$ cat src/rtl/mc_control_unit_pkg.sv
// mc_ctrl_pkg: shared types and constants for the multicycle RV32I controller.
//   - state_t      : controller FSM states (S_MULWAIT only with MC_CTRL_MULDIV_EN)
//   - OP_*         : RV32I major opcodes (IR[6:0])
//   - ALUOP_*, SRC_A_*, SRC_B_*, PCSRC_* : datapath select encodings
//   - CAUSE_*      : trap cause codes
// Optional feature macro: MC_CTRL_MULDIV_EN adds the multiply/divide wait state.
package mc_ctrl_pkg;

  typedef enum logic [4:0] {
    S_FETCH,
    S_DECODE,
    S_MEMADR,
    S_MEMREAD,
    S_MEMWB,
    S_MEMWRITE,
    S_EXECUTER,
    S_EXECUTEI,
    S_AUIPC,
    S_LUI,
    S_ALUWB,
    S_BRANCH,
    S_JAL,
    S_JALR,
    S_JALR_LINK,
    S_TRAP
`ifdef MC_CTRL_MULDIV_EN
    , S_MULWAIT
`endif
  } state_t;

  localparam logic [6:0] OP_LOAD   = 7'b0000011;
  localparam logic [6:0] OP_STORE  = 7'b0100011;
  localparam logic [6:0] OP_RTYPE  = 7'b0110011;
  localparam logic [6:0] OP_ITYPE  = 7'b0010011;
  localparam logic [6:0] OP_JAL    = 7'b1101111;
  localparam logic [6:0] OP_JALR   = 7'b1100111;
  localparam logic [6:0] OP_BRANCH = 7'b1100011;
  localparam logic [6:0] OP_AUIPC  = 7'b0010111;
  localparam logic [6:0] OP_LUI    = 7'b0110111;

  localparam logic [6:0] FUNCT7_MULDIV = 7'b0000001;

  localparam logic [1:0] ALUOP_ADD    = 2'b00;
  localparam logic [1:0] ALUOP_BRANCH = 2'b01;
  localparam logic [1:0] ALUOP_FUNCT  = 2'b10;

  localparam logic [1:0] SRC_A_PC     = 2'b00;
  localparam logic [1:0] SRC_A_RS1    = 2'b01;
  localparam logic [1:0] SRC_A_OLDPC  = 2'b10;
  localparam logic [1:0] SRC_A_ZERO   = 2'b11;

  localparam logic [1:0] SRC_B_RS2    = 2'b00;
  localparam logic [1:0] SRC_B_FOUR   = 2'b01;
  localparam logic [1:0] SRC_B_IMM    = 2'b10;

  localparam logic [1:0] PCSRC_ALU    = 2'b00;
  localparam logic [1:0] PCSRC_ALUOUT = 2'b01;

  localparam logic [1:0] CAUSE_NONE    = 2'b00;
  localparam logic [1:0] CAUSE_ILLEGAL = 2'b01;
  localparam logic [1:0] CAUSE_TIMEOUT = 2'b10;

  // States that hold a memory access open and therefore run the wait timer.
  function automatic logic is_wait_state(input state_t s);
    return (s == S_FETCH) || (s == S_MEMREAD) || (s == S_MEMWRITE);
  endfunction

endpackage

$ cat src/rtl/mc_control_unit_if.sv
// mc_control_unit_if: unified memory port between controller and memory.
//   memory_read / memory_write / lorD : access request from the controller
//   mem_ready                         : completion from the memory
// Handshake: the controller holds its request strobe steady for as long as
// the access is open; the access completes on any rising clock edge where
// mem_ready is high while a strobe is asserted. mem_ready outside an open
// access has no effect.
interface mc_control_unit_if;
  logic memory_read;
  logic memory_write;
  logic lorD;
  logic mem_ready;

  modport master (output memory_read, output memory_write, output lorD,
                  input  mem_ready);
  modport slave  (input  memory_read, input  memory_write, input  lorD,
                  output mem_ready);
endinterface

$ cat src/rtl/mc_wait_timer.sv
// mc_wait_timer: wait-state counter for open memory accesses.
//   clr     : synchronous clear (has priority over inc)
//   inc     : count one wait cycle
//   expired : counter sits at TIMEOUT-1 (never when TIMEOUT == 0)
module mc_wait_timer #(
  parameter int TIMEOUT = 64,
  parameter int TMO_W   = 8
) (
  input  logic clk,
  input  logic rst_n,
  input  logic clr,
  input  logic inc,
  output logic expired
);

  localparam logic [TMO_W-1:0] LIMIT = (TIMEOUT == 0) ? '0 : TMO_W'(TIMEOUT - 1);

  logic [TMO_W-1:0] count_q;

  always_ff @(posedge clk or negedge rst_n) begin
    if (!rst_n)   count_q <= '0;
    else if (clr) count_q <= '0;
    else if (inc) count_q <= count_q + TMO_W'(1);
  end

  assign expired = (TIMEOUT != 0) && (count_q == LIMIT);

endmodule

$ cat src/rtl/mc_control_unit.sv
// mc_control_unit: multicycle RV32I control FSM with variable-latency memory,
// bus timeout and illegal-opcode traps, and a retired-instruction counter.
// Ports:
//   clk, rst_n                 clock, async active-low reset
//   mem (master modport)       memory_read/memory_write/lorD out, mem_ready in
//   instruction_opcode/funct7  IR fields
//   trap_ack, muldiv_done      leave TRAP / mul-div result valid
//   datapath strobes & selects pc_write ... alu_src_b
//   muldiv_start, trap, trap_cause, instr_retired, retire_count
//   state_dbg                  current FSM state
// Optional feature macro: MC_CTRL_MULDIV_EN (R-type funct7=0000001 waits in
// S_MULWAIT for muldiv_done).
module mc_control_unit
  import mc_ctrl_pkg::*;
#(
  parameter int TIMEOUT = 64,
  parameter int TMO_W   = 8,
  parameter int CNT_W   = 32
) (
  input  logic               clk,
  input  logic               rst_n,
  mc_control_unit_if.master  mem,
  input  logic [6:0]         instruction_opcode,
  input  logic [6:0]         instruction_funct7,
  input  logic               trap_ack,
  input  logic               muldiv_done,
  output logic               pc_write,
  output logic               ir_write,
  output logic               reg_write,
  output logic               pc_write_cond,
  output logic               memory_to_reg,
  output logic               is_immediate,
  output logic [1:0]         pc_source,
  output logic [1:0]         aluop,
  output logic [1:0]         alu_src_a,
  output logic [1:0]         alu_src_b,
  output logic               muldiv_start,
  output logic               trap,
  output logic [1:0]         trap_cause,
  output logic               instr_retired,
  output logic [CNT_W-1:0]   retire_count,
  output state_t             state_dbg
);

  state_t     state_q, state_d;
  logic [1:0] cause_d;
  logic [1:0] trap_cause_q;
  logic [CNT_W-1:0] retire_q;
  logic       tmo_expired;
  logic       mem_rd, mem_wr, lor_d;

  // Wait timer restarts whenever the state changes, so every FETCH, MEMREAD
  // and MEMWRITE begins counting from zero.
  mc_wait_timer #(.TIMEOUT(TIMEOUT), .TMO_W(TMO_W)) u_wait_timer (
    .clk     (clk),
    .rst_n   (rst_n),
    .clr     (state_d != state_q),
    .inc     (is_wait_state(state_q) && !mem.mem_ready),
    .expired (tmo_expired)
  );

`ifdef MC_CTRL_MULDIV_EN
  logic is_muldiv;
  assign is_muldiv = (instruction_opcode == OP_RTYPE) &&
                     (instruction_funct7 == FUNCT7_MULDIV);
`else
  logic unused_muldiv;
  assign unused_muldiv = (^instruction_funct7) ^ muldiv_done;
`endif

  always_ff @(posedge clk or negedge rst_n) begin
    if (!rst_n) state_q <= S_FETCH;
    else        state_q <= state_d;
  end

  // Next state. mem_ready is tested before the timeout so a completion on the
  // expiry cycle still advances normally.
  always_comb begin
    state_d = state_q;
    cause_d = CAUSE_NONE;
    unique case (state_q)
      S_FETCH: begin
        if (mem.mem_ready) state_d = S_DECODE;
        else if (tmo_expired) begin
          state_d = S_TRAP;
          cause_d = CAUSE_TIMEOUT;
        end
      end
      S_DECODE: begin
        unique case (instruction_opcode)
          OP_LOAD, OP_STORE: state_d = S_MEMADR;
          OP_RTYPE:          state_d = S_EXECUTER;
          OP_ITYPE:          state_d = S_EXECUTEI;
          OP_JAL:            state_d = S_JAL;
          OP_JALR:           state_d = S_JALR;
          OP_BRANCH:         state_d = S_BRANCH;
          OP_AUIPC:          state_d = S_AUIPC;
          OP_LUI:            state_d = S_LUI;
          default: begin
            state_d = S_TRAP;
            cause_d = CAUSE_ILLEGAL;
          end
        endcase
      end
      S_MEMADR:   state_d = (instruction_opcode == OP_STORE) ? S_MEMWRITE : S_MEMREAD;
      S_MEMREAD: begin
        if (mem.mem_ready) state_d = S_MEMWB;
        else if (tmo_expired) begin
          state_d = S_TRAP;
          cause_d = CAUSE_TIMEOUT;
        end
      end
      S_MEMWB:    state_d = S_FETCH;
      S_MEMWRITE: begin
        if (mem.mem_ready) state_d = S_FETCH;
        else if (tmo_expired) begin
          state_d = S_TRAP;
          cause_d = CAUSE_TIMEOUT;
        end
      end
`ifdef MC_CTRL_MULDIV_EN
      S_EXECUTER: state_d = is_muldiv ? S_MULWAIT : S_ALUWB;
      S_MULWAIT:  if (muldiv_done) state_d = S_ALUWB;
`else
      S_EXECUTER: state_d = S_ALUWB;
`endif
      S_EXECUTEI, S_AUIPC, S_LUI: state_d = S_ALUWB;
      S_ALUWB, S_BRANCH, S_JAL, S_JALR_LINK: state_d = S_FETCH;
      S_JALR:     state_d = S_JALR_LINK;
      S_TRAP:     if (trap_ack) state_d = S_FETCH;
      default:    state_d = S_FETCH;
    endcase
  end

  // Outputs: Moore decode of state, with FETCH's PC/IR writes and MEMWRITE's
  // retirement qualified by mem_ready.
  always_comb begin
    mem_rd        = 1'b0;
    mem_wr        = 1'b0;
    lor_d         = 1'b0;
    pc_write      = 1'b0;
    ir_write      = 1'b0;
    reg_write     = 1'b0;
    pc_write_cond = 1'b0;
    memory_to_reg = 1'b0;
    is_immediate  = 1'b0;
    pc_source     = PCSRC_ALU;
    aluop         = ALUOP_ADD;
    alu_src_a     = SRC_A_PC;
    alu_src_b     = SRC_B_RS2;
    muldiv_start  = 1'b0;
    trap          = 1'b0;
    instr_retired = 1'b0;
    unique case (state_q)
      S_FETCH: begin
        mem_rd    = 1'b1;
        alu_src_b = SRC_B_FOUR;
        pc_write  = mem.mem_ready;
        ir_write  = mem.mem_ready;
      end
      S_DECODE: begin
        alu_src_a = SRC_A_OLDPC;
        alu_src_b = SRC_B_IMM;
      end
      S_MEMADR: begin
        alu_src_a    = SRC_A_RS1;
        alu_src_b    = SRC_B_IMM;
        is_immediate = 1'b1;
      end
      S_MEMREAD: begin
        mem_rd = 1'b1;
        lor_d  = 1'b1;
      end
      S_MEMWB: begin
        reg_write     = 1'b1;
        memory_to_reg = 1'b1;
        instr_retired = 1'b1;
      end
      S_MEMWRITE: begin
        mem_wr        = 1'b1;
        lor_d         = 1'b1;
        instr_retired = mem.mem_ready;
      end
      S_EXECUTER: begin
        aluop     = ALUOP_FUNCT;
        alu_src_a = SRC_A_RS1;
        alu_src_b = SRC_B_RS2;
`ifdef MC_CTRL_MULDIV_EN
        muldiv_start = is_muldiv;
`endif
      end
`ifdef MC_CTRL_MULDIV_EN
      S_MULWAIT: begin
        aluop     = ALUOP_FUNCT;
        alu_src_a = SRC_A_RS1;
        alu_src_b = SRC_B_RS2;
      end
`endif
      S_EXECUTEI: begin
        aluop        = ALUOP_FUNCT;
        alu_src_a    = SRC_A_RS1;
        alu_src_b    = SRC_B_IMM;
        is_immediate = 1'b1;
      end
      S_AUIPC: begin
        alu_src_a    = SRC_A_OLDPC;
        alu_src_b    = SRC_B_IMM;
        is_immediate = 1'b1;
      end
      S_LUI: begin
        alu_src_a    = SRC_A_ZERO;
        alu_src_b    = SRC_B_IMM;
        is_immediate = 1'b1;
      end
      S_ALUWB: begin
        reg_write     = 1'b1;
        instr_retired = 1'b1;
      end
      S_BRANCH: begin
        aluop         = ALUOP_BRANCH;
        alu_src_a     = SRC_A_RS1;
        alu_src_b     = SRC_B_RS2;
        pc_write_cond = 1'b1;
        pc_source     = PCSRC_ALUOUT;
        instr_retired = 1'b1;
      end
      S_JAL, S_JALR_LINK: begin
        alu_src_a     = SRC_A_OLDPC;
        alu_src_b     = SRC_B_FOUR;
        reg_write     = 1'b1;
        pc_write      = 1'b1;
        pc_source     = PCSRC_ALUOUT;
        instr_retired = 1'b1;
      end
      S_JALR: begin
        alu_src_a    = SRC_A_RS1;
        alu_src_b    = SRC_B_IMM;
        is_immediate = 1'b1;
      end
      S_TRAP: trap = 1'b1;
      default: ;
    endcase
  end

  // Cause latches on entry to TRAP and holds until the next trap.
  always_ff @(posedge clk or negedge rst_n) begin
    if (!rst_n)
      trap_cause_q <= CAUSE_NONE;
    else if (state_d == S_TRAP && state_q != S_TRAP)
      trap_cause_q <= cause_d;
  end

  always_ff @(posedge clk or negedge rst_n) begin
    if (!rst_n)             retire_q <= '0;
    else if (instr_retired) retire_q <= retire_q + CNT_W'(1);
  end

  assign mem.memory_read  = mem_rd;
  assign mem.memory_write = mem_wr;
  assign mem.lorD         = lor_d;
  assign trap_cause       = trap_cause_q;
  assign retire_count     = retire_q;
  assign state_dbg        = state_q;

endmodule
$ cat src/flat_wrapper.sv
// flat-port wrapper written by rule: the top's interface ports become plain ports
module mc_control_unit_flat import mc_ctrl_pkg::*;
#(
  parameter int TIMEOUT = 64,
  parameter int TMO_W   = 8,
  parameter int CNT_W   = 32
)
  (clk, rst_n, instruction_opcode, instruction_funct7, trap_ack, muldiv_done, pc_write, ir_write, reg_write, pc_write_cond, memory_to_reg, is_immediate, pc_source, aluop, alu_src_a, alu_src_b, muldiv_start, trap, trap_cause, instr_retired, retire_count, state_dbg, mem_memory_read, mem_memory_write, mem_lorD, mem_mem_ready);
  mc_control_unit_if mem_i ();
  input  logic clk;
  input  logic rst_n;
  input  logic [6:0] instruction_opcode;
  input  logic [6:0] instruction_funct7;
  input  logic trap_ack;
  input  logic muldiv_done;
  output logic pc_write;
  output logic ir_write;
  output logic reg_write;
  output logic pc_write_cond;
  output logic memory_to_reg;
  output logic is_immediate;
  output logic [1:0] pc_source;
  output logic [1:0] aluop;
  output logic [1:0] alu_src_a;
  output logic [1:0] alu_src_b;
  output logic muldiv_start;
  output logic trap;
  output logic [1:0] trap_cause;
  output logic instr_retired;
  output logic [CNT_W-1:0] retire_count;
  output state_t state_dbg;
  output wire logic [$bits(mem_i.memory_read)-1:0] mem_memory_read;
  output wire logic [$bits(mem_i.memory_write)-1:0] mem_memory_write;
  output wire logic [$bits(mem_i.lorD)-1:0] mem_lorD;
  input wire logic [$bits(mem_i.mem_ready)-1:0] mem_mem_ready;
  assign mem_memory_read = mem_i.memory_read;
  assign mem_memory_write = mem_i.memory_write;
  assign mem_lorD = mem_i.lorD;
  assign mem_i.mem_ready = mem_mem_ready;
  mc_control_unit #(.TIMEOUT(TIMEOUT), .TMO_W(TMO_W), .CNT_W(CNT_W)) u_core (.clk(clk), .rst_n(rst_n), .mem(mem_i), .instruction_opcode(instruction_opcode), .instruction_funct7(instruction_funct7), .trap_ack(trap_ack), .muldiv_done(muldiv_done), .pc_write(pc_write), .ir_write(ir_write), .reg_write(reg_write), .pc_write_cond(pc_write_cond), .memory_to_reg(memory_to_reg), .is_immediate(is_immediate), .pc_source(pc_source), .aluop(aluop), .alu_src_a(alu_src_a), .alu_src_b(alu_src_b), .muldiv_start(muldiv_start), .trap(trap), .trap_cause(trap_cause), .instr_retired(instr_retired), .retire_count(retire_count), .state_dbg(state_dbg));
endmodule
$ cat config.mk
export PLATFORM = sky130hd
export DESIGN_NAME = mc_control_unit_flat
export DESIGN_NICKNAME = d
export VERILOG_FILES = /design/src/rtl/mc_control_unit_pkg.sv /design/src/rtl/mc_control_unit_if.sv /design/src/rtl/mc_wait_timer.sv /design/src/rtl/mc_control_unit.sv /design/src/flat_wrapper.sv
export SDC_FILE = /design/constraint.sdc
export NUM_CORES = 1
export LEC_CHECK = 0
export BUFFER_PORTS_ARGS = -buffer_cell sky130_fd_sc_hd__buf_2
export CAP_MARGIN = 20
export CORE_UTILIZATION = 53
export CTS_BUF_LIST = sky130_fd_sc_hd__clkbuf_4 sky130_fd_sc_hd__clkbuf_8 sky130_fd_sc_hd__clkbuf_16
export CTS_CLUSTER_SIZE = 20
export DETAILED_ROUTE_END_ITERATION = 8
export PLACE_DENSITY = 0.81
export SETUP_SLACK_MARGIN = 0.4
export SYNTH_ARGS = -nofsm -noshare
export SYNTH_HDL_FRONTEND = slang
export SYNTH_SLANG_ARGS = --single-unit
$ cat constraint.sdc
create_clock -name clk -period 2.6 [get_ports clk]
set_input_delay 0.52 -clock clk [delete_from_list [all_inputs] [get_ports clk]]
set_output_delay 0.52 -clock clk [all_outputs]
set_load 0.02 [all_outputs]
==> flow_summary.yaml, run 1 <==
run_status:
  status: "completed"
route:
  ant_nets: 0
  drc: 0
  drt_first_pass_iters: 6
  route.vias.total: 2879
  routed_via_density: 6.06
  finalWirelength_um: 8670
  dr.first_iter.drc_count: 269
  wl_per_cell_um: 18.3
pwr:
  intPower_mw: 1.83
  seq_power_share: 0.287
  irDropWorstVdd_uv: 538
  p_switching_mw: 1.42
  power_frac_comb: 0.564
  powerDensity_nw_per_um2: 833
  leakagePower_nw: 1.79
  finalPower_mw: 3.25
  switching_share: 0.438
  p_clk_frac: 0.149
critical_path:
  path_class: "flip-flop to flip-flop"
  cp_max_fo: 8
  cp_cell_sequence: "buf_6 > or4_4 > o32ai_4 > a21oi_2 > a311oi_2 > o211ai_4 > buf_12 > nor3_2"
  worst-endpoint-required_ns: 2.83
  end_kind: "flip-flop"
  critPathLaunchType: "flip-flop"
  arrival_ns: 2.59
  slowest_delay_ns: 0.55
  cpMaxStageDelayCell: "or4_4"
  cp_top_family: "compound AO/OA/AOI/OAI gates"
  cp_num_buf_inv: 2
timing:
  rsz0062_at_grt: "true"
  report.final.slew_viol_count: 0
  skew_ns: 0.00494
  fmax_ghz: 0.424
  holdWs_ns: 0.283
  post-route-period-util: 0.907
  postLayoutSetupSlackWorst_ns: 0.241
  worstMarginPinSlew_ns: 0.584
  fin_tns_setup_ns: 0
  relSlewSlack: 0.611
  hold_viol: 0
  fin_crit_ns: 2.36
  setup_viol: 0
synthesis:
  async_flop_share: 1.00
  ys_types: 60
  synthCells: 300
  ys.flop_type: "dfrtp_1"
  synth_warnings: 0
  synth.avg_cell_area_sq_um: 9.49
  synth-edff-count: 0
  ys_seq_elements: 47
  ys_seq_area_frac: 0.413
  netlist_area_sq_um: 2850
final_layout:
  fin_util: 0.760
  layout_common_cells: "buf_2, dfrtp_1, buf_4"
  final_layout_size_suffix_gt1_frac: 0.422
  layout_commonest_cell: "buf_2"
  nets: 425
  syn_to_final_growth_pct: 37.2
  diodes: 0
global_route:
  grt_pass1_vias: 2372
  grtUsageTotal: 0.273
  overflow: 0
  grt_max_degree: 48
  antenna_found_initial: 0
  grt_pass1_wl_um: 11400
die:
  row_count: 26
  dieArea_sq_um: 5670
  start_util: 0.554
  ios: 78
  die_w_um: 75.3
  die_y_um: 75.3
  core_area_sq_um: 5140
hold_path:
  hold_path.class: "input pin to asynchronous set/reset pin"
place:
  place_ws_ns: 0.129
  portBuffers: 67
  dp_hpwl_um: 4670
  gp_congestion: 0.863
cts:
  cts_tree: "done"
  cts_max_level: 2
  numClockSinks: 47
  clk_pin_slew_worst_paths_ns: 0.09
  cts_buffer_depth: 2
  cts_buffers: 5
  cts_root_buffer: "clkbuf_8"
  ctsHoldBuffers: 0
  clk_latency_ns: 0.30
run:
  maxCapViolations: 0
[power by group through the flow]
stage | registers [mW] | clock network [mW] | logic [mW]
final | 0.934 | 0.483 | 1.83
after global routing | 0.940 | 0.521 | 1.93
after CTS | 0.927 | 0.485 | 1.31
after detailed placement | 0.954 | 0 | 1.12
after global placement | 0.945 | 0 | 1.09
after floorplan | 0.969 | 0 | 0.772
[cell type report]
class | count | area, sq um
clock inverters | 1 | 8.76
well taps | 70 | 87.6
repair buffers | 109 | 719
fillers | 339 | 1230
flip-flops and latches | 47 | 1180
multi-input cells | 233 | 1780
inverters | 8 | 33.8
clock buffers | 7 | 90.1
[cell families after synthesis]
kind of cell / count (synthesis) / share of synthesized area
AO/OA/AOI/OAI: 41 / 0.120
XOR/XNOR: 42 / 0.129
adder cells (fa/ha/maj): 2 / 0.00879
buffers and inverters: 22 / 0.0387
flip-flops: 47 / 0.413
multiplexers: 3 / 0.0110
other: 1 / 0.00132
AND/OR/NAND/NOR: 142 / 0.278
[worst register-to-register path: cells and delay by family, from the launching register on]
family | cells | cell delay [ns]
AO/OA/AOI/OAI | 4 | 0.79
buffers and inverters | 2 | 0.33
flip-flops | 1 | 0.48
AND/OR/NAND/NOR | 2 | 0.69
[Yosys cell counts (6+ instances only)]
library cell,instances,share of area
dfrtp_1,47,0.41
nor3_1,27,0.047
xnor2_1,27,0.083
nand2_1,22,0.029
nand3_1,18,0.032
nor2_1,16,0.021
xor2_1,15,0.046
nand4_1,13,0.029
a21oi_1,12,0.021
and3_1,10,0.022
inv_1,8,0.011
nand2b_1,6,0.013
[state kept, by name, summed over array words and instances, names as in the netlist]
name / cells
u_core.retire_count: 32
u_core.state_dbg: 5
u_core.trap_cause: 2
u_core.u_wait_timer.count_q: 8
[worst paths after layout]
kind | start | to | slack, ns | depth (start not counted)
worst max-delay path | u_core.state_dbg[3] | u_core.u_wait_timer.count_q[5] | 0.24 | 8
worst min-delay path | rst_n | u_core.trap_cause[0] | 0.28 | 2
worst max register to register | u_core.state_dbg[3] | u_core.u_wait_timer.count_q[5] | 0.24 | 8
worst min register to register | u_core.retire_count[31] | u_core.retire_count[31] | 0.49 | 1
max in group asynchronous | rst_n | u_core.state_dbg[3] | 1.88 | 2
min in group clk | u_core.retire_count[31] | u_core.retire_count[31] | 0.49 | 1
[routing by layer]
metal | global-route usage | share of wire | up-vias | routed length (um)
li1 | - | - | 1276 | -
met1 | 0.366 | 0.42 | 1444 | 3600
met2 | 0.453 | 0.51 | 136 | 4410
met3 | 0.0469 | 0.051 | 23 | 446
met4 | 0.0864 | 0.024 | 0 | 206
met5 | 0 | 0 | - | 0
[through the flow]
stage,area [sq um],instances
final,3910,475
after global routing,3910,475
after CTS,3570,456
after detailed placement,3280,435
after global placement,3280,435
after floorplan,2860,302
[repair_timing]
| item | in CTS | in global routing |
|---|---|---|
| endpoints found under the setup margin | 28 | 31 |
| gates resized for setup | 22 | 40 |
| pin swaps | 15 | 23 |
| setup buffers | 13 | 19 |
Power figures use the tool's default switching activity.
==> inputs of run 2 (changes only) <==
CORE_UTILIZATION = 40   (was 53)
PLACE_DENSITY = unset   (was 0.81)
==> run 2 against run 1 <==
  * Non-clock buffer count fell by 6
  * Clock skew rose by 0.0045 ns
  * Register-to-register slack improved by 0.095 ns
  * Wire length fell by 17%
  * Largest cell class unchanged
  * Largest power group unchanged
==> flow_summary.yaml, run 2 (synthesized netlist as in run 1, its figures left out) <==
place:
  place_ws_ns: 0.145
  portBuffers: 67
  gp_congestion: 0.801
  dp_hpwl_um: 4840
final_layout:
  layout_commonest_cell: "buf_2"
  nFillCells: 629
  syn_to_final_growth_pct: 33.9
  diodes: 0
  multi_input_area_sq_um: 1740
  layout_common_cells: "buf_2, dfrtp_1, buf_4"
  largest_reg_flops: 32
  final_layout_size_suffix_gt1_frac: 0.397
  fin_util: 0.558
  nets: 419
  seq_area_sq_um: 1180
hold_path:
  hold_path.class: "input pin to asynchronous set/reset pin"
die:
  die_w_um: 86.4
  core_area_sq_um: 6830
  dieArea_sq_um: 7460
  ios: 78
  start_util: 0.417
  die_y_um: 86.4
  row_count: 30
pwr:
  powerDensity_nw_per_um2: 750
  switching_share: 0.430
  leakagePower_nw: 1.74
  seq_power_share: 0.322
  intPower_mw: 1.63
  p_switching_mw: 1.23
  power_frac_comb: 0.532
  p_clk_frac: 0.146
  irDropWorstVdd_uv: 363
route:
  drt_first_pass_iters: 6
  routed_via_density: 5.32
  drc: 0
  finalWirelength_um: 7190
  dr.first_iter.drc_count: 99
  route.vias.total: 2629
  wl_per_cell_um: 14.6
  ant_nets: 0
global_route:
  grt_pass1_wl_um: 11500
  antenna_found_initial: 0
  grtUsageTotal: 0.198
  overflow: 0
  grt_max_degree: 48
  grt_pass1_vias: 2382
cts:
  numClockSinks: 47
  cts_tree: "done"
  clk_latency_ns: 0.30
  cts_max_level: 2
  clk_pin_slew_worst_paths_ns: 0.09
  cts_buffer_depth: 2
  cts_buffers: 5
  cts_root_buffer: "clkbuf_8"
timing:
  rsz0062_at_grt: "true"
  fin_crit_ns: 2.26
  hold_viol: 0
  setup_viol: 0
  skew_ns: 0.00942
  postLayoutSetupSlackWorst_ns: 0.336
  fin_tns_setup_ns: 0
  report.final.slew_viol_count: 0
  fmax_ghz: 0.442
  worstMarginPinSlew_ns: 0.582
  relSlewSlack: 0.612
  holdWs_ns: 0.304
  post-route-period-util: 0.871
critical_path:
  cp_max_fo: 8
  end_kind: "flip-flop"
  arrival_ns: 2.43
  path_class: "flip-flop to flip-flop"
  worst-endpoint-required_ns: 2.77
  critPathLaunchType: "flip-flop"
run_status:
  status: "completed"
run:
  maxCapViolations: 0
-- run 2: changes by cell type in the layout (fill, tap and decap cells not counted), moves of 2 or more --
cell	before	now
nor3_1	12	16
buf_4	36	32
nand3_2	2	0
nand3_1	16	18
nor3_4	4	1
-- run 2: power groups by stage --
stage               logic [mW]  registers (mW)  clock network [mW]
floorplan                0.772           0.969                   0
global placement          1.14           0.945                   0
detailed placement        1.15           0.951                   0
CTS                       1.28           0.927               0.434
global route              1.65           0.935               0.469
finish                    1.52           0.921               0.419
-- run 2: critical path, stage by stage, from the launching register on --
cell and delay, ns:
dfrtp_2 0.47, buf_4 0.16, or4_4 0.50, o22ai_4 0.22
a211oi_4 0.12, and4_1 0.23, o211ai_4 0.36, nor3_2 0.09
-- run 2: worst paths after layout --
kind	slack, ns	end	cells after the start	startpoint
setup / recovery	0.34	u_core.u_wait_timer.count_q[4]	7	u_core.state_dbg[2]
hold / removal	0.30	u_core.retire_count[19]	2	rst_n
setup reg to reg	0.34	u_core.u_wait_timer.count_q[4]	7	u_core.state_dbg[2]
hold reg to reg	0.47	u_core.retire_count[31]	1	u_core.retire_count[31]
max in group asynchronous	1.86	u_core.state_dbg[3]	2	rst_n
min in group clk	0.47	u_core.retire_count[31]	1	u_core.retire_count[31]
-- run 2: cell type report --
cell class              count  share of cell area
multi-input cells         233               0.457
flip-flops and latches     47               0.310
repair buffers            103               0.172
well taps                  96              0.0315
clock buffers               5              0.0181
inverters                   8             0.00788
clock inverters             2             0.00361
-- run 2: repair_timing --
action / in CTS / in global routing
hold buffers: 0 / 0
resized for setup: 16 / 36
pin swaps: 7 / 20
setup endpoints to repair: 30 / 28
buffers inserted: 12 / 11
-- run 2: through the flow --
| stage | instances | power (mW) | cell area (sq um) |
|---|---|---|---|
| floorplan | 302 | 1.74 | 2860 |
| global placement | 464 | 2.09 | 3330 |
| detailed placement | 464 | 2.10 | 3330 |
| CTS | 483 | 2.64 | 3580 |
| global route | 494 | 3.05 | 3810 |
| finish | 494 | 2.86 | 3810 |
-- run 2: routing by layer --
metal	track usage	wire length (um)	vias up
met1	0.269	3320	1284
met4	0.0515	65	0
met3	0.0410	386	7
met5	0	0	-
met2	0.322	3420	76
li1	-	-	1262
==> inputs of run 3 (changes only) <==
--- a/constraint.sdc
+++ b/constraint.sdc
@@ -3,2 +3,2 @@
 set_output_delay 0.52 -clock clk [all_outputs]
-set_load 0.02 [all_outputs]
+set_load 0.05 [all_outputs]
==> run 3 against run 2 <==
  * Sequential power rose by 1%
  * Via count fell by 1.1%
  * Critical endpoint is now u_core.u_wait_timer.count_q[6]
  * Largest cell class unchanged
  * Cell area rose by 2.4%
  * Critical path type unchanged
  * Non-clock buffer count fell by 8
==> flow_summary.yaml, run 3 (synthesized netlist as in run 1, its figures left out) <==
route:
  route.vias.total: 2600
  finalWirelength_um: 7100
  wl_per_cell_um: 14.6
  ant_nets: 0
  drt_first_pass_iters: 4
  drc: 0
  dr.first_iter.drc_count: 126
  routed_via_density: 5.34
final_layout:
  fin_cells: 487
  final_layout_size_suffix_gt1_frac: 0.422
  fin_util: 0.571
  syn_to_final_growth_pct: 37.1
  layout_commonest_cell: "buf_2"
  layout_common_cells: "buf_2, dfrtp_1, buf_4"
  largest_reg_flops: 32
  nets: 411
  diodes: 0
place:
  portBuffers: 67
  gp_congestion: 0.817
  place_inst: 462
  dp_hpwl_um: 4960
global_route:
  antenna_found_initial: 0
  use_met2: 0.321
  overflow: 0
  grt_max_degree: 22
  grtUsageTotal: 0.198
  grt_pass1_wl_um: 11800
  grtUsageMet1: 0.270
  grt_busiest_layer: "met2"
  use_met3: 0.0343
  grt_pass1_vias: 2484
critical_path:
  arrival_ns: 2.46
  cp_max_fo: 12
  end_kind: "flip-flop"
  path_class: "flip-flop to flip-flop"
  critPathLaunchType: "flip-flop"
  worst-endpoint-required_ns: 2.82
die:
  row_count: 30
  ios: 78
  core_area_sq_um: 6830
  die_y_um: 86.4
  die_w_um: 86.4
  dieArea_sq_um: 7460
  start_util: 0.417
cts:
  clk_pin_slew_worst_paths_ns: 0.09
  cts_tree: "done"
  ctsHoldBuffers: 0
  cts_root_buffer: "clkbuf_8"
  clk_latency_ns: 0.29
  cts_max_level: 2
  numClockSinks: 47
  cts_buffers: 5
  cts_buffer_depth: 2
timing:
  skew_ns: 0.0132
  rsz0062_at_grt: "true"
  report.final.slew_viol_count: 0
  holdWs_ns: 0.167
  fin_crit_ns: 2.24
  fmax_ghz: 0.447
  fin_tns_setup_ns: 0
  hold_viol: 0
  setup_viol: 0
  post-route-period-util: 0.860
pwr:
  irDropWorstVdd_uv: 327
  leakagePower_nw: 1.70
  powerDensity_nw_per_um2: 843
run:
  maxCapViolations: 0
hold_path:
  hold_path.class: "input pin to asynchronous set/reset pin"
run_status:
  status: "completed"
[run 3: where the power goes]
part / internal, mW / switching [mW] / total [mW] / leakage, nW
combinational: 0.667 / 1.23 / 1.90 / 1.04
sequential: 0.810 / 0.122 / 0.932 / 0.612
clock: 0.218 / 0.243 / 0.460 / 0.0516
[run 3: path summary, 6_finish.rpt]
path / to / startpoint / slack, ns / depth (start not counted)
setup / recovery: u_core.u_wait_timer.count_q[6] / u_core.state_dbg[4] / 0.36 / 5
setup reg to reg: u_core.u_wait_timer.count_q[6] / u_core.state_dbg[4] / 0.36 / 5
min in group clk: u_core.retire_count[31] / u_core.retire_count[31] / 0.49 / 1
hold / removal: u_core.u_wait_timer.count_q[3] / rst_n / 0.17 / 1
max in group asynchronous: u_core.retire_count[9] / rst_n / 1.83 / 2
hold reg to reg: u_core.retire_count[31] / u_core.retire_count[31] / 0.49 / 1
[run 3: final cells by class]
cell class                 count  area (sq um)
clock buffer                   6          82.6
sequential                    47          1190
timing repair buffer          95           631
inverter                       8          33.8
tap                           96           120
multi-input combinational    233          1840
clock inverter                 2          13.8
fill                         652          2930
[run 3: metrics by stage]
step           power (mW)  cell area, sq um  setup slack (ns)
2_1_floorplan        2.18              3020             0.298
3_3_place_gp         2.48              3460             0.139
3_5_place_dp         2.50              3460             0.139
4_1_cts              3.17              3780             0.326
5_1_grt              3.48              3900             0.253
6_report             3.29              3900             0.364
[run 3: worst max-delay path, cell delays in order, from the launching register on]
cell      delay (ns)
dfrtp_4         0.55
or4b_1          0.56
o22a_2          0.28
a311oi_2        0.36
o211ai_4        0.21
nor3_2          0.21
[run 3: metal layers]
layer / vias up / share of wire
met5: - / 0
li1: 1248 / -
met1: 1264 / 0.46
met4: 0 / 0.012
met3: 10 / 0.047
met2: 78 / 0.48
[run 3: timing repair]
item                       4_1_cts  5_1_grt
setup buffers                   15        2
gates resized for setup         29       29
setup endpoints to repair       32       35
pin swaps                        7        8
